==> config.mk <==
export PLATFORM = sky130hd
export DESIGN_NAME = mul_req_sched
export DESIGN_NICKNAME = d
export VERILOG_FILES = /design/src/rtl/mul_req_sched.sv
export SDC_FILE = /design/constraint.sdc
export NUM_CORES = 1
export LEC_CHECK = 0
export ABC_AREA = 1
export BUFFER_PORTS_ARGS = -buffer_cell sky130_fd_sc_hd__buf_2
export CORE_UTILIZATION = 50
export DETAILED_ROUTE_END_ITERATION = 6
export GPL_TIMING_DRIVEN = 0
export PLACE_DENSITY = 0.77
export SLEW_MARGIN = 10
export SYNTH_ARGS = -nofsm -noshare
export SYNTH_HDL_FRONTEND = slang
export SYNTH_HIERARCHICAL = 1
export SYNTH_SLANG_ARGS = --single-unit
==> constraint.sdc <==
create_clock -name clk -period 10.5 [get_ports clk]
set_input_delay 2.1 -clock clk [delete_from_list [all_inputs] [get_ports clk]]
set_output_delay 2.1 -clock clk [all_outputs]
set_load 0.05 [all_outputs]
==> src/rtl/mul_req_sched.sv <==
// Request scheduler for a sequential 32x32 multiplier: FIFO-buffered launch, done wait, watchdog; MUL_ZERO_BYPASS_EN answers zero operands without launching.
// Latency: pop to start pulse 1 cycle, done sampled from the 2nd wait cycle, response 1 cycle after done (or after TIMEOUT wait cycles).
// Backpressure: req_ready drops when the FIFO is full; a held response (rsp_ready low) stalls all further launches.
module mul_req_fifo #(
    parameter int W     = 8,
    parameter int DEPTH = 4
) (
    input  logic         clk,
    input  logic         rst,
    input  logic         push_vld,
    input  logic [W-1:0] push_dat,
    output logic         full,
    input  logic         pop_vld,
    output logic [W-1:0] pop_dat,
    output logic         empty
);
    // Generic registered FIFO; pop_dat shows the head combinationally from storage.
    // Latency: a pushed entry is visible one cycle after the push edge (no fall-through).
    // Backpressure: push ignored when full, even with a simultaneous pop.
    localparam int AW = $clog2(DEPTH);

    logic [W-1:0]  mem [DEPTH];
    logic [AW-1:0] wr_ptr;
    logic [AW-1:0] rd_ptr;
    logic [AW:0]   count;
    logic          push_ok;
    logic          pop_ok;

    assign full    = (count == (AW+1)'(DEPTH));
    assign empty   = (count == '0);
    assign push_ok = push_vld && !full;
    assign pop_ok  = pop_vld && !empty;
    assign pop_dat = mem[rd_ptr];

    always_ff @(posedge clk or posedge rst) begin
        if (rst) begin
            wr_ptr <= '0;
            rd_ptr <= '0;
            count  <= '0;
        end else begin
            if (push_ok) wr_ptr <= wr_ptr + 1'b1;
            if (pop_ok)  rd_ptr <= rd_ptr + 1'b1;
            case ({push_ok, pop_ok})
                2'b10:   count <= count + 1'b1;
                2'b01:   count <= count - 1'b1;
                default: count <= count;
            endcase
        end
    end

    always_ff @(posedge clk) begin
        if (push_ok) mem[wr_ptr] <= push_dat;
    end
endmodule

module mul_req_sched #(
    parameter int DEPTH   = 4,
    parameter int TIMEOUT = 64,
    parameter int TAG_W   = 4
) (
    input  logic             clk,
    input  logic             rst,
    input  logic             req_valid,
    output logic             req_ready,
    input  logic [31:0]      req_x,
    input  logic [31:0]      req_y,
    input  logic [TAG_W-1:0] req_tag,
    output logic             mul_in_valid,
    output logic [31:0]      mul_x,
    output logic [31:0]      mul_y,
    input  logic [63:0]      mul_p,
    input  logic             mul_out_valid,
    output logic             rsp_valid,
    input  logic             rsp_ready,
    output logic [63:0]      rsp_p,
    output logic [TAG_W-1:0] rsp_tag,
    output logic             rsp_err,
    output logic             busy
);
    typedef struct packed {
        logic [TAG_W-1:0] tag;
        logic [31:0]      y;
        logic [31:0]      x;
    } req_t;

    typedef enum logic [1:0] {S_IDLE, S_LAUNCH, S_WAIT, S_RESP} state_t;

    localparam int WD_W = $clog2(TIMEOUT + 1);

    req_t             push_dat;
    req_t             head;
    logic             fifo_full;
    logic             fifo_empty;
    logic             pop;
    logic             head_zero;
    state_t           state;
    logic [WD_W-1:0]  wdog;
    logic [TAG_W-1:0] cur_tag;

    assign push_dat  = {req_tag, req_y, req_x};
    assign req_ready = !fifo_full;
    assign pop       = (state == S_IDLE) && !fifo_empty;
    assign busy      = (state != S_IDLE) || !fifo_empty;

`ifdef MUL_ZERO_BYPASS_EN
    assign head_zero = (head.x == 32'd0) || (head.y == 32'd0);
`else
    assign head_zero = 1'b0;
`endif

    mul_req_fifo #(
        .W     ($bits(req_t)),
        .DEPTH (DEPTH)
    ) u_fifo (
        .clk      (clk),
        .rst      (rst),
        .push_vld (req_valid),
        .push_dat (push_dat),
        .full     (fifo_full),
        .pop_vld  (pop),
        .pop_dat  (head),
        .empty    (fifo_empty)
    );

    always_ff @(posedge clk or posedge rst) begin
        if (rst) begin
            state        <= S_IDLE;
            wdog         <= '0;
            cur_tag      <= '0;
            mul_in_valid <= 1'b0;
            mul_x        <= '0;
            mul_y        <= '0;
            rsp_valid    <= 1'b0;
            rsp_p        <= '0;
            rsp_tag      <= '0;
            rsp_err      <= 1'b0;
        end else begin
            mul_in_valid <= 1'b0;
            case (state)
                S_IDLE: begin
                    if (!fifo_empty) begin
                        mul_x   <= head.x;
                        mul_y   <= head.y;
                        cur_tag <= head.tag;
                        if (head_zero) begin
                            rsp_valid <= 1'b1;
                            rsp_p     <= '0;
                            rsp_err   <= 1'b0;
                            rsp_tag   <= head.tag;
                            state     <= S_RESP;
                        end else begin
                            mul_in_valid <= 1'b1;
                            state        <= S_LAUNCH;
                        end
                    end
                end
                S_LAUNCH: begin
                    wdog  <= '0;
                    state <= S_WAIT;
                end
                S_WAIT: begin
                    // wdog==0 marks the first wait cycle, where a stale done level is ignored
                    if ((wdog != '0) && mul_out_valid) begin
                        rsp_valid <= 1'b1;
                        rsp_p     <= mul_p;
                        rsp_err   <= 1'b0;
                        rsp_tag   <= cur_tag;
                        state     <= S_RESP;
                    end else if (wdog == WD_W'(TIMEOUT - 1)) begin
                        rsp_valid <= 1'b1;
                        rsp_p     <= '0;
                        rsp_err   <= 1'b1;
                        rsp_tag   <= cur_tag;
                        state     <= S_RESP;
                    end else begin
                        wdog <= wdog + 1'b1;
                    end
                end
                S_RESP: begin
                    if (rsp_ready) begin
                        rsp_valid <= 1'b0;
                        state     <= S_IDLE;
                    end
                end
                default: state <= S_IDLE;
            endcase
        end
    end
endmodule

**Yosys cells after proc, flatten, opt, wreduce, memory -nomap -nowiden**

Memories as Yosys holds them, arrays and structs flattened. A register that Yosys moved wholly into a read port is not among the register bits.
Cells that the tools add are included.

- Equal/unequal tests: 12
- Bitwise logic cells: 1
- Add/sub/neg operators: 5
- Muxes and demuxes: 22
- Reduce and logical (&&, ||, !) cells: 20

Operator list:

| operator | count |
|---|---|
| $mux W64 | 2 |
| $mux W7 | 2 |
| $pmux W7 S2 | 1 |
| $reduce_bool A2 Y1 | 5 |
| $reduce_and A3 Y1 | 3 |
| $mux W1 | 8 |
| $mux W2 | 4 |
| $mux W4 | 2 |
| $ne A2 B2 Y1 const B | 4 |
| $pmux W2 S4 | 1 |
| $add A7 B1 Y7 const B | 1 |
| $eq A7 B6 Y1 const B | 1 |
| $reduce_bool A7 Y1 | 1 |
| $eq A2 B2 Y1 const B | 3 |
| $pmux W3 S2 | 1 |
| $add A2 B1 Y2 const B | 2 |
| $eq A2 B1 Y1 const B | 2 |
| $logic_and A1 B1 Y1 | 4 |
| $reduce_and A2 Y1 | 2 |
| $add A3 B1 Y3 const B | 1 |
| $eq A3 B3 Y1 const B | 1 |
| $logic_not A3 Y1 | 1 |
| $ne A3 B3 Y1 const B | 1 |
| $sub A3 B1 Y3 const B | 1 |
| 5 further kinds | 6 |

- Output and inout bits: 137
- Logic and storage cells: 71
- Bits in writable memories: 272
- Input port bits: 137
- Memories: 1
- Register bits: 87

Memory list:

| memory | depth | bits a word | read ports | clocked after Yosys merged registers in | write ports | line | text |
|---|---|---|---|---|---|---|---|
| u_fifo.mem | 4 | 68 | 1 | 1 | 1 | 22 | `logic [W-1:0] mem [DEPTH];` |

**Longest topological paths before layout**

Gate-level depths: netlist of the first run.

- Word-level depth: 6
- Mapped depth: 15

**By module**

Netlist of the first run, hierarchy kept.

By module, submodules not included:

| module | area each (um^2) | seq. area each (um^2) | cells an instance | times used |
|---|---|---|---|---|
| mul_req_fifo | 11,419.7 | 8,343.0 | 856 | 1 |
| mul_req_sched | 6,084.6 | 3,703.6 | 681 | 1 |

**Least setup slack after synthesis of the first run**

OpenSTA, ideal clock, no wires.

- Path type: input to register
- From: input req_valid
- To: memory u_fifo/mem[0][0] (netlist bit) (enable)
- Data required time: 10.005 ns
- Buffers on the path: 0
- Cell stages on the path: 2
- Arrival: 5.091 ns
- Slack: 4.914 ns
- Library setup time: 0.495 ns
- Cells stage by stage: nand2_1 nor2_1

- Word-level cells in the longest chain between the ends: 3

Ends and longest elaborated chain:

| element | line | text |
|---|---|---|
| start, declared | 63 | `input logic req_valid,` |
| $logic_and A1 B1 Y1 | 31 | `assign push_ok = push_vld && !full;` |
| $mux W1 | 52 | `if (push_ok) mem[wr_ptr] <= push_dat;` |
| $mux W1 (implied by the code) | 52 |  |
| end, declared | 22 |  |

No other way between the ends.

**Worst setup path in the final report of the first run**

- From: register u_fifo.count[0]
- To: output busy

- Word-level cells in the longest chain between the ends: 3

Ends and longest elaborated chain:

| element | line | text |
|---|---|---|
| start, declared | 25 | `logic [AW:0] count;` |
| start signal, assigned | 44 | `2'b10: count <= count + 1'b1;` |
| start signal, assigned | 45 | `2'b01: count <= count - 1'b1;` |
| start signal, assigned | 46 | `default: count <= count;` |
| $logic_not A3 Y1 | 30 | `assign empty = (count == '0);` |
| net fifo_empty | 93 | `logic fifo_empty;` |
| $logic_not A1 Y1 | 103 | `assign busy = (state != S_IDLE) \|\| !fifo_empty;` |
| $logic_or A1 B1 Y1 | 103 |  |
| end, declared | 78 | `output logic busy` |

The timed path passes the listed nets, and every way through them passes these cells.

==> out/results.ini, run 1 <==
[cells_and_area]
layout_commonest_cell = nand2_1
drive_above_1_share = 0.235
design_area_um2 = 21200
fin_nets = 2016
final_cells = 2362
post-route-util = 0.617
final_cell_mix = 458 x nand2_1, 294 x buf_2, 272 x edfxtp_1, 235 x inv_1, 155 x dfrtp_1
n_fill_cell = 2664
area_growth_pct = 21.4

[synth]
syn-num-nets = 1687
ys_warn_count = 6
ys_seq_area_frac = 0.688
mappedNetlistArea_um2 = 17500
synth_area_per_cell_um2 = 11.4
syn_inst = 1537
yosysTopAreaCellShare = 0.467
synth-seq-cells = 427
ys_types = 32
post-synth-top-area-cell = edfxtp_1
synthTopCellsByArea = edfxtp_1 47%, dfrtp_1 22%, nand2_1 9.8%, o211ai_1 5.4%, inv_1 5.1%

[clock_tree]
cts_buffer_depth = 3
clk_pin_slew_ns = 0.06
clock_sinks = 427
cts_buffers = 44
cts_setup_buffers = 0
clkLatencyLatePin_ns = 0.56
cts-htree-levels = 2
clockRootBuffer = clkbuf_16
holdBufCountCts = 0
postCtsResizedCells = 0
cts_tree = done

[timing]
min_period_ns = 3.98
clock.fmax_ghz = 0.251
worst_slew_pin_slew_ns = 0.874
rsz0062_at_grt = no
fin_crit_sh = 0.379
max_slew_margin = 0.416
finalSetupTns_ns = 0
hold_violations = 0
setup_viol = 0
slew_violations = 0
finalClockSkew_ns = 0.0193

[floorplanning]
start_util = 0.508
die_area_um2 = 35800
rows = 68
ioPinCount = 274
coreArea_um2 = 34500
die_w_um = 189
die_y_um = 189

[drt]
wirelength_um = 42000
drc = 0
ant_nets = 0
vias = 12200
dr.first_iter.drc_count = 791
dr.pass1.iters = 5
wl_per_cell_um = 17.8
routed_via_density = 5.17

[global_route]
grt.overflow.total = 0
grt_pass1_vias = 12200
grt_use_total = 0.233
antenna_found_initial = 10
grt_max_degree = 83
grt_pass1_wl_um = 64300

[critical_path]
worstSetupStartpointType = register
cpPeakStageDelay_ns = 0.39
worstPathCellList = inv_1, nand3_1, inv_1, nand2_1, buf_2
worst-path-max-fanout = 5
worstSetupPathType = reg2out
worstPathRequired_ns = 8.40
crit_slowest_cell = dfrtp_1
path_delay_family = buffers and inverters
crit_top_cell = inv_1
endpoint_kind = output pin
critPathBufInv = 3
crit_arrival_ns = 1.88

[pwr]
vdd_ir_drop_max_uv = 240
total_power_mw = 7.10
leakage_nw = 9.96
p_per_area_nw_per_um2 = 334

[place]
dp_cells = 2275
placedInstanceArea_um2 = 19700
port_buffers = 273
dpl.hpwl_um = 28200
gp_congestion = 0.906

[outcome]
status = finished clean

[min_path]
min-delay-path-class = reg2reg

[flow_run]
drv_cap = 0

[stage by stage]
stage	setup WS [ns]	hold WS [ns]
floorplan	4.42	0.442
global placement	2.37	0.450
detailed placement	6.60	0.453
CTS	6.47	0.468
global route	6.38	0.479
finish	6.52	0.466
[Yosys cell counts]
cell type and count:
o211ai_1 126, o211ai_2 10, xnor2_1 1, nand2_1 458
buf_2 21, clkbuf_8 1, fa_1 1, edfxtp_1 272
clkbuf_1 16, inv_4 1, o21ai_0 48, ha_1 12
nor2_4 1, nand3_4 1, inv_2 2, o21a_1 1
inv_1 236, dfrtp_1 155, a21oi_1 1, nand4_4 1
buf_1 1, buf_6 33, o21bai_1 2, buf_4 10
nand3_2 2, nand4_1 3, or2_2 4, nand3_1 82
o21ai_1 24, nor2_1 9, nor2_2 1, nand3b_1 1
[registers in the layout, indices dropped and copies added (netlist names), 2 cells and up]
register / flops
mul_y: 32
u_fifo/mem: 272
rsp_tag: 4
wdog: 7
u_fifo/rd_ptr: 2
u_fifo/wr_ptr: 2
cur_tag: 4
u_fifo/count: 3
rsp_p: 64
state: 2
mul_x: 32
[kinds of logic (layout without fill, tap and decap cells)]
logic type | Yosys count | in the layout | synth area share
simple gates | 563 | 563 | 0.131
flops | 427 | 427 | 0.688
buf+inv | 321 | 685 | 0.0873
xor+xnor | 1 | 1 | 0.000500
fa+ha+maj | 13 | 13 | 0.00972
other cells | 0 | 6 | 0
compound gates | 212 | 212 | 0.0833
[power by group]
| part | internal, mW | switching (mW) |
|---|---|---|
| clock | 0.972 | 0.641 |
| sequential | 2.30 | 0.196 |
| combinational | 0.811 | 2.18 |
[path summary, 6_finish.rpt]
check / from / endpoint / slack, ns / depth (start not counted)
setup reg to reg: u_fifo/count[2] / u_fifo/count[2] / 7.11 / 14
hold reg to reg: mul_x[1] / mul_x[1] / 0.47 / 2
max in group asynchronous: rst / wdog[3] / 8.11 / 3
setup / recovery: u_fifo/count[0] / busy / 6.52 / 5
hold / removal: mul_x[1] / mul_x[1] / 0.47 / 2
min in group asynchronous: rst / u_fifo/wr_ptr[0] / 1.53 / 2
[layout make-up]
class | instances | area (um^2) | area share
flip-flops and latches | 427 | 12000 | 0.567
multi-input cells | 789 | 3960 | 0.186
repair buffers | 283 | 1590 | 0.0748
clock buffers | 60 | 1260 | 0.0594
inverters | 239 | 907 | 0.0427
plain buffers | 82 | 629 | 0.0296
well taps | 455 | 569 | 0.0268
clock inverters | 21 | 267 | 0.0125
diodes | 6 | 15.0 | 0.000707
[worst min-delay path, stage by stage, from the launching register on]
cell and delay, ns:
dfrtp_1 0.34, nand2_1 0.05, nand2_1 0.05
[metal layers]
metal,share of wire,vias to the layer above,GRT usage,wire length (um)
li1,-,5756,-,-
met1,0.38,5840,0.277,16000
met2,0.51,517,0.412,21300
met3,0.086,95,0.0525,3600
met4,0.026,8,0.0872,1070
met5,0.0015,-,0,61
(Power assumes the default switching activity.)
==> inputs of run 2 (changes only) <==
--- a/config.mk
+++ b/config.mk
@@ -10,7 +10,7 @@
 export CORE_UTILIZATION = 50
 export DETAILED_ROUTE_END_ITERATION = 6
 export GPL_TIMING_DRIVEN = 0
-export PLACE_DENSITY = 0.77
+export PLACE_DENSITY = 0.8
 export SLEW_MARGIN = 10
 export SYNTH_ARGS = -nofsm -noshare
 export SYNTH_HDL_FRONTEND = slang
==> constraint.sdc (replaced) <==
create_clock -name clk -period 3.2 [get_ports clk]
set_input_delay 0.64 -clock clk [delete_from_list [all_inputs] [get_ports clk]]
set_output_delay 0.64 -clock clk [all_outputs]
set_load 0.05 [all_outputs]
==> run 2 against run 1 <==
Net effect:
- utilization down 0.094 points
- clock skew decreased by 0.0021 ns
- clock power rose to 3.1 times the previous value
- non-clock buffer count grew 4
- clock-buffer cell count shrank 3
- highest routed layer unchanged
- critical endpoint is now u_fifo/count[2]
- largest power group unchanged
- sequential power rose to 3.3 times the previous value
==> out/results.ini, run 2 (synthesized netlist as in run 1, its figures left out) <==
[outcome]
status = finished clean  ; unchanged

[clock_tree]
clockRootBuffer = clkbuf_16  ; unchanged
cts-htree-levels = 2  ; unchanged
clkLatencyLatePin_ns = 0.56  ; about the same
cts_tree = done  ; unchanged
cts_buffers = 44  ; unchanged
clk_pin_slew_ns = 0.06  ; about the same
holdBufCountCts = 0  ; unchanged
cts_buffer_depth = 3  ; unchanged
clock_sinks = 427  ; unchanged

[timing]
fin_crit_sh = 0.893
setup_viol = 0  ; unchanged
rsz0062_at_grt = no  ; unchanged
hold_violations = 0  ; unchanged
min_period_ns = 2.86
worst_slew_pin_slew_ns = 0.802  ; was 0.874 ns
max_slew_margin = 0.464  ; was 0.416
slew_violations = 0  ; unchanged
clock.fmax_ghz = 0.350
setup_slack_ns = 0.343  ; was 6.52 ns
finalClockSkew_ns = 0.0172  ; was 0.0193 ns

[critical_path]
worstSetupPathType = reg2reg  ; was reg2out
worstPathCellList = inv_1, nand3_1, inv_1, nor2_4, clkbuf_2, nand2_1, inv_1, ha_1, inv_1, fa_1, nand2_1, nand3_1, nand2_1, nand2_1  ; was inv_1, nand3_1, inv_1, nand2_1, buf_2
r2r_slack_ns = 0.34  ; was 7.11 ns
cpPeakStageDelay_ns = 0.39  ; about the same
crit_slowest_cell = clkbuf_2  ; was dfrtp_1
worstReg2RegStart = u_fifo/count[1]  ; was u_fifo/count[2]
r2r_end = u_fifo/count[2]  ; unchanged
worstSetupStartpointType = register  ; unchanged
r2r_cells = 14  ; unchanged
worst-path-max-fanout = 13  ; was 5
crit_arrival_ns = 3.30  ; was 1.88 ns
endpoint_kind = register  ; was output pin
worstPathRequired_ns = 3.65  ; was 8.40 ns

[cells_and_area]
area_growth_pct = 21.2  ; was 21.4%
top_regs = u_fifo/mem: 272 flops, rsp_p: 64 flops  ; unchanged
layout_commonest_cell = nand2_1  ; unchanged
post-route-util = 0.616  ; was 0.617
largest_register = u_fifo/mem  ; unchanged
final_cells = 2370  ; was 2362
fin_nets = 2020  ; was 2016
largest_reg_flops = 272  ; unchanged
final_cell_mix = 458 x nand2_1, 294 x buf_2, 272 x edfxtp_1, 235 x inv_1, 155 x dfrtp_1  ; unchanged
drive_above_1_share = 0.233  ; was 0.235

[floorplanning]
coreArea_um2 = 34500  ; unchanged
start_util = 0.508  ; unchanged
die_w_um = 189  ; unchanged
rows = 68  ; unchanged
die_area_um2 = 35800  ; unchanged
ioPinCount = 274  ; unchanged
die_y_um = 189  ; unchanged

[place]
pre_cts_ws_ns = -0.0878  ; was 6.60 ns
port_buffers = 273  ; unchanged
gp_congestion = 0.872  ; was 0.906
dpl.hpwl_um = 29300  ; was 28200 um
dp_cells = 2279  ; was 2275

[drt]
drc = 0  ; unchanged
wirelength_um = 42600  ; was 42000 um
dr.first_iter.drc_count = 757  ; was 791
routed_via_density = 5.18  ; was 5.17
dr.pass1.iters = 6  ; was 5
wl_per_cell_um = 18.0  ; was 17.8 um
vias = 12300  ; was 12.2k
ant_nets = 0  ; unchanged

[pwr]
p_per_area_nw_per_um2 = 1090  ; was 334 nW/um^2
leakage_nw = 9.92  ; was 9.96 nW
vdd_ir_drop_max_uv = 857  ; was 240 uV
total_power_mw = 23.0  ; was 7.10 mW

[global_route]
antenna_found_initial = 14  ; was 10
grt_pass1_wl_um = 66100  ; was 64300 um
grt_max_degree = 39  ; was 83
grt_use_total = 0.241  ; was 0.233
grt_pass1_vias = 12300  ; was 12.2k
grt.overflow.total = 0  ; unchanged

[min_path]
min-delay-path-class = in2async  ; was reg2reg

[flow_run]
drv_cap = 0  ; unchanged

-- run 2: changes by cell type in the layout (fill, tap and decap cells not counted), sizes merged --
cell | before | now
buf | 348 | 352
bufinv | 5 | 4
clkbuf | 77 | 74
clkinv | 13 | 15
clkinvlp | 1 | 4
diode | 6 | 10
inv | 241 | 240
-- run 2: cell type report --
type	count	area, um^2
well taps	455	569
multi-input cells	789	3960
diodes	10	25.0
clock inverters	24	244
clock buffers	57	1160
flip-flops and latches	427	12000
repair buffers	287	1670
inverters	239	903
fillers	2615	13200
plain buffers	82	631
-- run 2: worst max-delay path by stage --
stage,slack (ns),startpoint,end
after floorplan,-0.93,req_valid,u_fifo/mem[0][0]
after global routing,0.13,u_fifo/count[1],u_fifo/count[2]
after detailed placement,-0.09,u_fifo/count[1],u_fifo/count[2]
after CTS,0.15,u_fifo/count[1],u_fifo/count[2]
final,0.34,u_fifo/count[1],u_fifo/count[2]
after global placement,-3.23,req_valid,u_fifo/mem[0][8]
-- run 2: per-layer routing --
layer | GRT usage | wire, um | vias up
met4 | 0.0983 | 1510 | 8
met3 | 0.0582 | 3510 | 109
met1 | 0.278 | 15900 | 5878
met5 | 0 | 46 | -
met2 | 0.428 | 21600 | 512
li1 | - | - | 5780
-- run 2: where the power goes --
group	internal, mW	leakage, nW	switching, mW
combinational	2.68	4.81	7.17
sequential	7.54	4.43	0.659
clock	2.90	0.678	2.09
-- run 2: what timing repair did --
| action | in CTS | in global routing |
|---|---|---|
| resized for setup | 1 | 1 |
| gates cloned | 0 | 0 |
| endpoints found under the setup margin | 2 | 1 |
| pin swaps | 0 | 0 |
| buffers inserted | 0 | 0 |
-- run 2: through the flow --
| step | area [um^2] | hold slack (ns) | TNS, ns |
|---|---|---|---|
| after floorplan | 17500 | 0.442 | -251.89 |
| after global placement | 19400 | 0.451 | -911.82 |
| after detailed placement | 19800 | 0.453 | -0.0878 |
| after CTS | 21200 | 0.0462 | 0 |
| after global routing | 21200 | 0.0767 | 0 |
| final | 21200 | 0.0492 | 0 |
-- run 2: critical path: cells and delay by family, from the launching register on --
| family | cells | cell delay, ns |
|---|---|---|
| DFF | 1 | 0.37 |
| adders and majority gates | 2 | 0.55 |
| buffers and inverters | 5 | 0.81 |
| and+or+nand+nor | 7 | 0.99 |
